### config.mk
export PLATFORM = sky130hd
export DESIGN_NAME = jtag_tap_core
export DESIGN_NICKNAME = d
export VERILOG_FILES = /design/src/rtl/jtag_tap_core.sv
export SDC_FILE = /design/constraint.sdc
export NUM_CORES = 1
export LEC_CHECK = 0
export CAP_MARGIN = 20
export CORE_ASPECT_RATIO = 2
export CORE_MARGIN = 3
export CORE_UTILIZATION = 40
export CTS_CLUSTER_DIAMETER = 200
export CTS_CLUSTER_SIZE = 24
export DETAILED_ROUTE_END_ITERATION = 12
export PLACE_DENSITY = 0.59
export SYNTH_ARGS = -nofsm -noshare
export SYNTH_HDL_FRONTEND = slang
export SYNTH_SLANG_ARGS = --single-unit
### constraint.sdc
create_clock -name clk -period 4.35 [get_ports clk]
set_clock_uncertainty 0.2 [all_clocks]
set_input_delay 0.435 -clock clk [delete_from_list [all_inputs] [get_ports clk]]
set_output_delay 0.435 -clock clk [all_outputs]
set_load 0.02 [all_outputs]
### src/rtl/jtag_tap_core.sv
// IEEE 1149.1-style TAP controller: 16-state TMS FSM, instruction register,
// IDCODE/BYPASS/USER data registers, TDI->TDO shifting and user update strobe.
module jtag_tap_core #(
  parameter int                  IR_WIDTH      = 4,
  parameter int                  USER_DR_WIDTH = 8,
  parameter logic [31:0]         IDCODE_VALUE  = 32'h1000_0001,
  parameter logic [IR_WIDTH-1:0] IDCODE_INSTR  = 4'b0001,
  parameter logic [IR_WIDTH-1:0] USER_INSTR    = 4'b1000
) (
  input  logic                     clk,
  input  logic                     TRST,
  input  logic                     TMS,
  input  logic                     TDI,
  output logic                     TDO,
  output logic                     TDO_EN,
  output logic [3:0]               state_obs,
  output logic [IR_WIDTH-1:0]      ir_out,
  input  logic [USER_DR_WIDTH-1:0] user_dr_in,
  output logic [USER_DR_WIDTH-1:0] user_dr_out,
  output logic                     user_update
);

  typedef enum logic [3:0] {
    TLR    = 4'd0,  RTI     = 4'd1,  SEL_DR  = 4'd2,  CAP_DR = 4'd3,
    SH_DR  = 4'd4,  EX1_DR  = 4'd5,  PAU_DR  = 4'd6,  EX2_DR = 4'd7,
    UPD_DR = 4'd8,  SEL_IR  = 4'd9,  CAP_IR  = 4'd10, SH_IR  = 4'd11,
    EX1_IR = 4'd12, PAU_IR  = 4'd13, EX2_IR  = 4'd14, UPD_IR = 4'd15
  } state_t;

  state_t                   state_q, state_d;
  logic [IR_WIDTH-1:0]      ir_q, ir_sr_q, ir_shift;
  logic [31:0]              id_sr_q;
  logic [USER_DR_WIDTH-1:0] user_sr_q, user_shift, user_dr_out_q;
  logic                     byp_q, user_update_q;
  logic                     sel_idcode, sel_user;

  assign sel_idcode = (ir_q == IDCODE_INSTR);
  assign sel_user   = (ir_q == USER_INSTR) && !sel_idcode;

  always_comb begin
    state_d = state_q;
    case (state_q)
      TLR:     state_d = TMS ? TLR    : RTI;
      RTI:     state_d = TMS ? SEL_DR : RTI;
      SEL_DR:  state_d = TMS ? SEL_IR : CAP_DR;
      CAP_DR:  state_d = TMS ? EX1_DR : SH_DR;
      SH_DR:   state_d = TMS ? EX1_DR : SH_DR;
      EX1_DR:  state_d = TMS ? UPD_DR : PAU_DR;
      PAU_DR:  state_d = TMS ? EX2_DR : PAU_DR;
      EX2_DR:  state_d = TMS ? UPD_DR : SH_DR;
      UPD_DR:  state_d = TMS ? SEL_DR : RTI;
      SEL_IR:  state_d = TMS ? TLR    : CAP_IR;
      CAP_IR:  state_d = TMS ? EX1_IR : SH_IR;
      SH_IR:   state_d = TMS ? EX1_IR : SH_IR;
      EX1_IR:  state_d = TMS ? UPD_IR : PAU_IR;
      PAU_IR:  state_d = TMS ? EX2_IR : PAU_IR;
      EX2_IR:  state_d = TMS ? UPD_IR : SH_IR;
      UPD_IR:  state_d = TMS ? SEL_DR : RTI;
      default: state_d = TLR;
    endcase
  end

  // Shift helpers written so a one-bit register still elaborates cleanly.
  always_comb begin
    ir_shift               = ir_sr_q >> 1;
    ir_shift[IR_WIDTH-1]   = TDI;
    user_shift             = user_sr_q >> 1;
    user_shift[USER_DR_WIDTH-1] = TDI;
  end

  // Parallel updates fire on entry to the Update states so the new value and
  // the strobe are visible for exactly the cycle the FSM sits in that state.
  always_ff @(posedge clk or posedge TRST) begin
    if (TRST) begin
      state_q       <= TLR;
      ir_q          <= IDCODE_INSTR;
      ir_sr_q       <= '0;
      id_sr_q       <= '0;
      user_sr_q     <= '0;
      byp_q         <= 1'b0;
      user_dr_out_q <= '0;
      user_update_q <= 1'b0;
    end else begin
      state_q       <= state_d;
      user_update_q <= 1'b0;
      case (state_q)
        CAP_DR: begin
          if (sel_idcode)    id_sr_q   <= IDCODE_VALUE;
          else if (sel_user) user_sr_q <= user_dr_in;
          else               byp_q     <= 1'b0;
        end
        SH_DR: begin
          if (sel_idcode)    id_sr_q   <= {TDI, id_sr_q[31:1]};
          else if (sel_user) user_sr_q <= user_shift;
          else               byp_q     <= TDI;
        end
        CAP_IR:  ir_sr_q <= IR_WIDTH'(2'b01);
        SH_IR:   ir_sr_q <= ir_shift;
        default: ;
      endcase
      if (state_d == UPD_DR && sel_user) begin
        user_dr_out_q <= user_sr_q;
        user_update_q <= 1'b1;
      end
      if (state_d == UPD_IR)   ir_q <= ir_sr_q;
      else if (state_d == TLR) ir_q <= IDCODE_INSTR;
    end
  end

  always_comb begin
    TDO = 1'b0;
    case (state_q)
      SH_IR:   TDO = ir_sr_q[0];
      SH_DR:   TDO = sel_idcode ? id_sr_q[0] : (sel_user ? user_sr_q[0] : byp_q);
      default: TDO = 1'b0;
    endcase
  end

  assign TDO_EN      = (state_q == SH_DR) || (state_q == SH_IR);
  assign state_obs   = state_q;
  assign ir_out      = ir_q;
  assign user_dr_out = user_dr_out_q;
  assign user_update = user_update_q;

endmodule

* Word level (Yosys, flattened, before mapping)
Index checks and enable logic that the tools add are counted.
** Storage, ports and cells
- Register bits after elaboration :: 62
- Input port bits :: 12
- Output and inout bits :: 19
- Logic and storage cells :: 83
** Cells by class
- Equality and inequality tests :: 27
- Multiplexer cells :: 33
- Reductions and logical operators :: 15
** Operators by type and width (number)
- 32-bit two-way mux :: 2
- 32-bit one-hot mux with 2 select lines :: 1
- 4-bit one-hot mux with 12 select lines :: 1
- 4-bit equality test (second input constant) :: 11
- 8-bit two-way mux :: 4
- 4-bit two-way mux :: 6
- 4-bit by 3-bit equality test with 1-bit output (second input constant) :: 4
- 2-bit inequality test (second input constant) :: 8
- 8-bit one-hot mux with 2 select lines :: 1
- 1-bit two-way mux :: 10
- 5-bit AND reduction :: 2
- 4-bit by 1-bit equality test with 1-bit output (second input constant) :: 2
- 4-bit by 2-bit equality test with 1-bit output (second input constant) :: 2
- 4-bit logical NOT :: 2
- 4-bit one-hot mux with 2 select lines :: 1
- 2-bit two-way mux :: 3
- 3-bit two-way mux :: 2
- 2-bit nonzero test :: 3
- 1-bit one-hot mux with 2 select lines :: 2
- 2-bit OR reduction :: 2
- 3-bit AND reduction :: 1
- 3-bit OR reduction :: 1
- 1-bit logical AND :: 2
- 1-bit logical NOT :: 1
- 1-bit logical OR :: 1

* Longest topological paths before layout
- Word-level depth :: 6
- Mapped depth :: 6
- Gate-level depth less buffers :: 4

* Least setup slack after synthesis
Ideal clock, no wire load.
- Path type :: register to register
- Start point :: reg state_q[2], in the netlist state_obs[2]
- End point :: reg user_dr_out_q[0], in the netlist user_dr_out[0]
- Library setup time :: 0.125 ns
- Data arrival time :: 1.952 ns
- Required time :: 4.025 ns
- Setup slack :: 2.073 ns
- Stages on the path, launching flop included :: 6
- Buffers on the path :: 1
- Clock period less this slack :: 2.277 ns
- Cell sequence :: dfrtp_1 buf_2 nor4_2 o311ai_1 nor4b_4 mux2_2
** Between the ends
- Word-level cells in the longest chain between the ends :: 5
- Elaborated cells between the ends (all ways) :: 22
- Classes of those cells :: eq/ne (16); mux (1); reduce/logical (5)
** RTL lines
- start, declared :: RTL line 30 : state_t state_q, state_d;
- start signal, assigned :: RTL line 84 : state_q <= state_d;
- 4-bit equality test, or another cell as far along :: RTL line 42 : case (state_q)
- 3-bit OR reduction (no source line) / 2-bit OR reduction (equally long branches)
- 4-bit one-hot mux with 12 select lines * :: RTL line 42
- 4-bit equality test * :: RTL line 101 : if (state_d == UPD_DR && sel_user) begin
- 1-bit logical AND * :: RTL line 101
- end signal, assigned :: RTL line 102 : user_dr_out_q <= user_sr_q;
- end, declared :: RTL line 33 : logic [USER_DR_WIDTH-1:0] user_sr_q, user_shift, user_dr_out_q;
Mark *: on every way between the ends. The rest lies on a longest branch, timed or not.
A chain may end at the register's enable or synchronous reset.

* Final worst setup path
- Start point :: reg state_q[0], in the netlist state_obs[0]
- End point :: out TDO
** Between the ends
- Word-level cells in the longest chain between the ends :: 2
- Elaborated cells between the ends (all ways) :: 3
- Classes of those cells :: eq/ne (2); mux (1)
** RTL lines
- 4-bit by 3-bit equality test with 1-bit output / 4-bit equality test (equally long branches) :: RTL line 112 : case (state_q)
- 1-bit one-hot mux with 2 select lines * :: RTL line 112
- end, declared :: RTL line 14 : output logic TDO,
Marked as above.

==> metrics.md <==
| Metric | Value |
|---|---|
| Status | `finished, final reports clean` |
| CTS tree | `yes` |
| Via count | `1884` |
| Relative slew slack | `35.12%` |
| Depth of the worst hold-timing path | `1` |
| Netlist cell types | `43` |
| Remaining routing DRC violations | `0` |
| Top_reg_cell synth | `dfrtp_1` |
| H-tree levels | `3` |
| Worst EP required | `3710 ps` |
| Initial antenna violation count | `0` |
| Initial Util | `41.66%` |
| Clock root buffer | `clkbuf_16` |
| Die width | `63.79 microns` |
| Syn_nets | `240` |
| Tmin final | `3172 ps` |
| Least-Margin Pin Slew | `970.8 ps` |
| Final Cycle Share | `72.92%` |
| Flops & latches, synth | `62` |
| Layout Area Growth over Synthesis | `24.40%` |
| First-pass GRT wire length | `9108 microns` |
| Clock Path Buffers | `2` |
| Die area | `7754 sq um` |
| Number of global-route vias before repair | `1855` |
| Post-DRT Antenna Nets | `0` |
| Layout cell share with drive strength beyond 1 | `12.45%` |
| ANT cells | `0` |
| Pwr Total | `2.165 mW` |
| Sequential share of the synthesized area | `58.13%` |
| Crit path DAT | `2540 ps` |
| Resized Gates After CTS | `0` |
| Drt pass-1 iters | `5` |
| Async SR Flop Fraction | `100.0%` |
| Setup Viol. Count Final | `0` |
| Synthesized netlist cell count | `228` |
| Hold buffers post-CTS | `0` |
| Total track usage | `15.32%` |
| Worst Hold Class | `register to register` |
| Die Y | `121.6 microns` |
| Largest net degree at the start of global routing | `46` |
| DP Cell Count | `327` |
| Placed wire-length estimate | `3509 microns` |
| IO Count | `31` |
| Syn Area/Cell | `11.72 sq um` |
| Max_cap viols | `0` |
| Clk pin slew, worst setup/hold paths | `50 ps` |
| Number of clock sinks | `62` |
| Cell Pwr Density | `651.4 nW/um^2` |
| Gpl congestion | `0.7737` |
| PortBufs | `30` |
| Fmax | `0.3153 GHz` |
| Setup CP Type | `register to output pin` |
| WL final | `5319 microns` |
| Via/cell ratio | `5.493` |
| Final slew viol count | `0` |
| Lkg Pwr | `1.490 nW` |
| Skew-Pair Late Insertion Delay | `320 ps` |
| Worst r2r path cells | `4` |
| Commonest non-fill, non-tap cell in the layout | `dfrtp_1` |
| Net count, final | `264` |
| Most frequent cells in the layout | `dfrtp_1 (61), a22o_1 (34), clkdlybuf4s50_1 (30), nand2_1 (17), o21ai_0 (11)` |
| Fin util | `51.82%` |
| 1st-iter DRT viols | `155` |
| Crit-path max FO | `26` |
| Placement Rows | `41` |
| Ys Warns | `0` |
| EDFF count, synth | `0` |
| Sum Neg Setup Slack | `0 ps` |
| TritonCTS buffer count | `9` |
| Post-CTS Setup Inserts | `0` |
| Crit path capture type | `output pin` |
| Post-Syn Area | `2671 sq um` |
| Non-Filler Instances | `343` |
| VDD IR-drop max | `0.0002741 V` |
| Congestion Overflow GR | `0` |
| Critical Path Start Type | `register` |
| WL/cell | `15.51 microns` |
| Core area | `6412 sq um` |
| Fill count | `564` |
| RSZ-0062 raised after global routing | `false` |
| Hold Violations, Final | `0` |
[per-layer routing]
layer | wire [microns] | part of all wire [%] | GRT usage (%) | vias up
li1 | - | - | - | 897
met2 | 2728 | 51 | 24.24 | 42
met4 | 94 | 1.8 | 7.307 | 0
met1 | 2292 | 43 | 19.32 | 936
met5 | 0 | 0 | 0 | -
met3 | 203 | 3.8 | 4.059 | 9
[Yosys cell counts (2+ instances only)]
library cell  count  area share, %
o22ai_1           7            1.6
o21a_1            2           0.56
a2bb2oi_1         8            2.6
nor2b_1           6            1.4
buf_1             2           0.28
o21ai_0          11            2.1
mux2_2            7            3.0
a21oi_1           7            1.3
a211oi_1          2           0.56
nor2_1            8            1.1
dfrtp_1          61             57
nand2b_1          2           0.47
buf_2             8            1.5
clkbuf_1          9            1.3
and3_1            3           0.70
a221oi_1          2           0.66
nand3b_1          2           0.56
inv_1             7           0.98
nand2_1          17            2.4
a22o_1           34             11
[worst paths after layout]
check / from / end / slack [ps]
max: state_obs[0] / TDO / 1180
min: user_dr_out[7] / user_dr_out[7] / 290
max reg2reg: state_obs[0] / id_sr_q[2] / 1370
min reg2reg: user_dr_out[7] / user_dr_out[7] / 290
max in group asynchronous: TRST / ir_out[0] / 2650
min in group asynchronous: TRST / user_update / 430
[logic make-up after synthesis]
kind of cell	after synthesis	share of synthesized area, %
AND/OR/NAND/NOR	51	11.29
buffers and inverters	26	4.028
flip-flops	62	58.13
XOR/XNOR	1	0.3279
multiplexers	8	3.373
AO/OA/AOI/OAI	80	22.86
[power breakdown]
group          internal, mW  switching, mW  total, mW
Sequential            0.687          0.166      0.853
Clock                 0.476          0.248      0.724
Combinational         0.269          0.319      0.588
[state kept, by name (all words and copies together), names as in the netlist]
name and flops:
user_dr_out 8, user_update 1, id_sr_q 32, ir_out 4, ir_sr_q 4, state_obs 4
byp_q 1, user_sr_q 8
[worst max-delay path: stages, from the launching register on]
cell and delay, ps:
dfrtp_1 640, nor3_1 320, nand2_1 140, a221oi_1 300, a22o_1 190, clkdlybuf4s50_1 610
[through the flow]
stage / instance area [sq um] / hold WS, ps / setup slack, ps
2_1_floorplan: 2671 / 265.8 / 2073
3_5_place_dp: 3013 / 278.7 / 1376
4_1_cts: 3323 / 291.3 / 1129
6_report: 3323 / 285.7 / 1178
5_1_grt: 3323 / 313.9 / 1003
3_3_place_gp: 3013 / 269.3 / 1417
[area by class of cell]
| class | count | area (sq um) | area share [%] |
|---|---|---|---|
| multi-input combinational | 140 | 1011 | 30.42 |
| inverter | 7 | 26.28 | 0.7907 |
| timing repair buffer | 32 | 315.3 | 9.488 |
| sequential | 62 | 1553 | 46.72 |
| clock inverter | 4 | 53.80 | 1.619 |
| clock buffer | 12 | 256.5 | 7.718 |
| tap | 86 | 107.6 | 3.238 |
No activity file was read; power rests on OpenSTA's default activity.
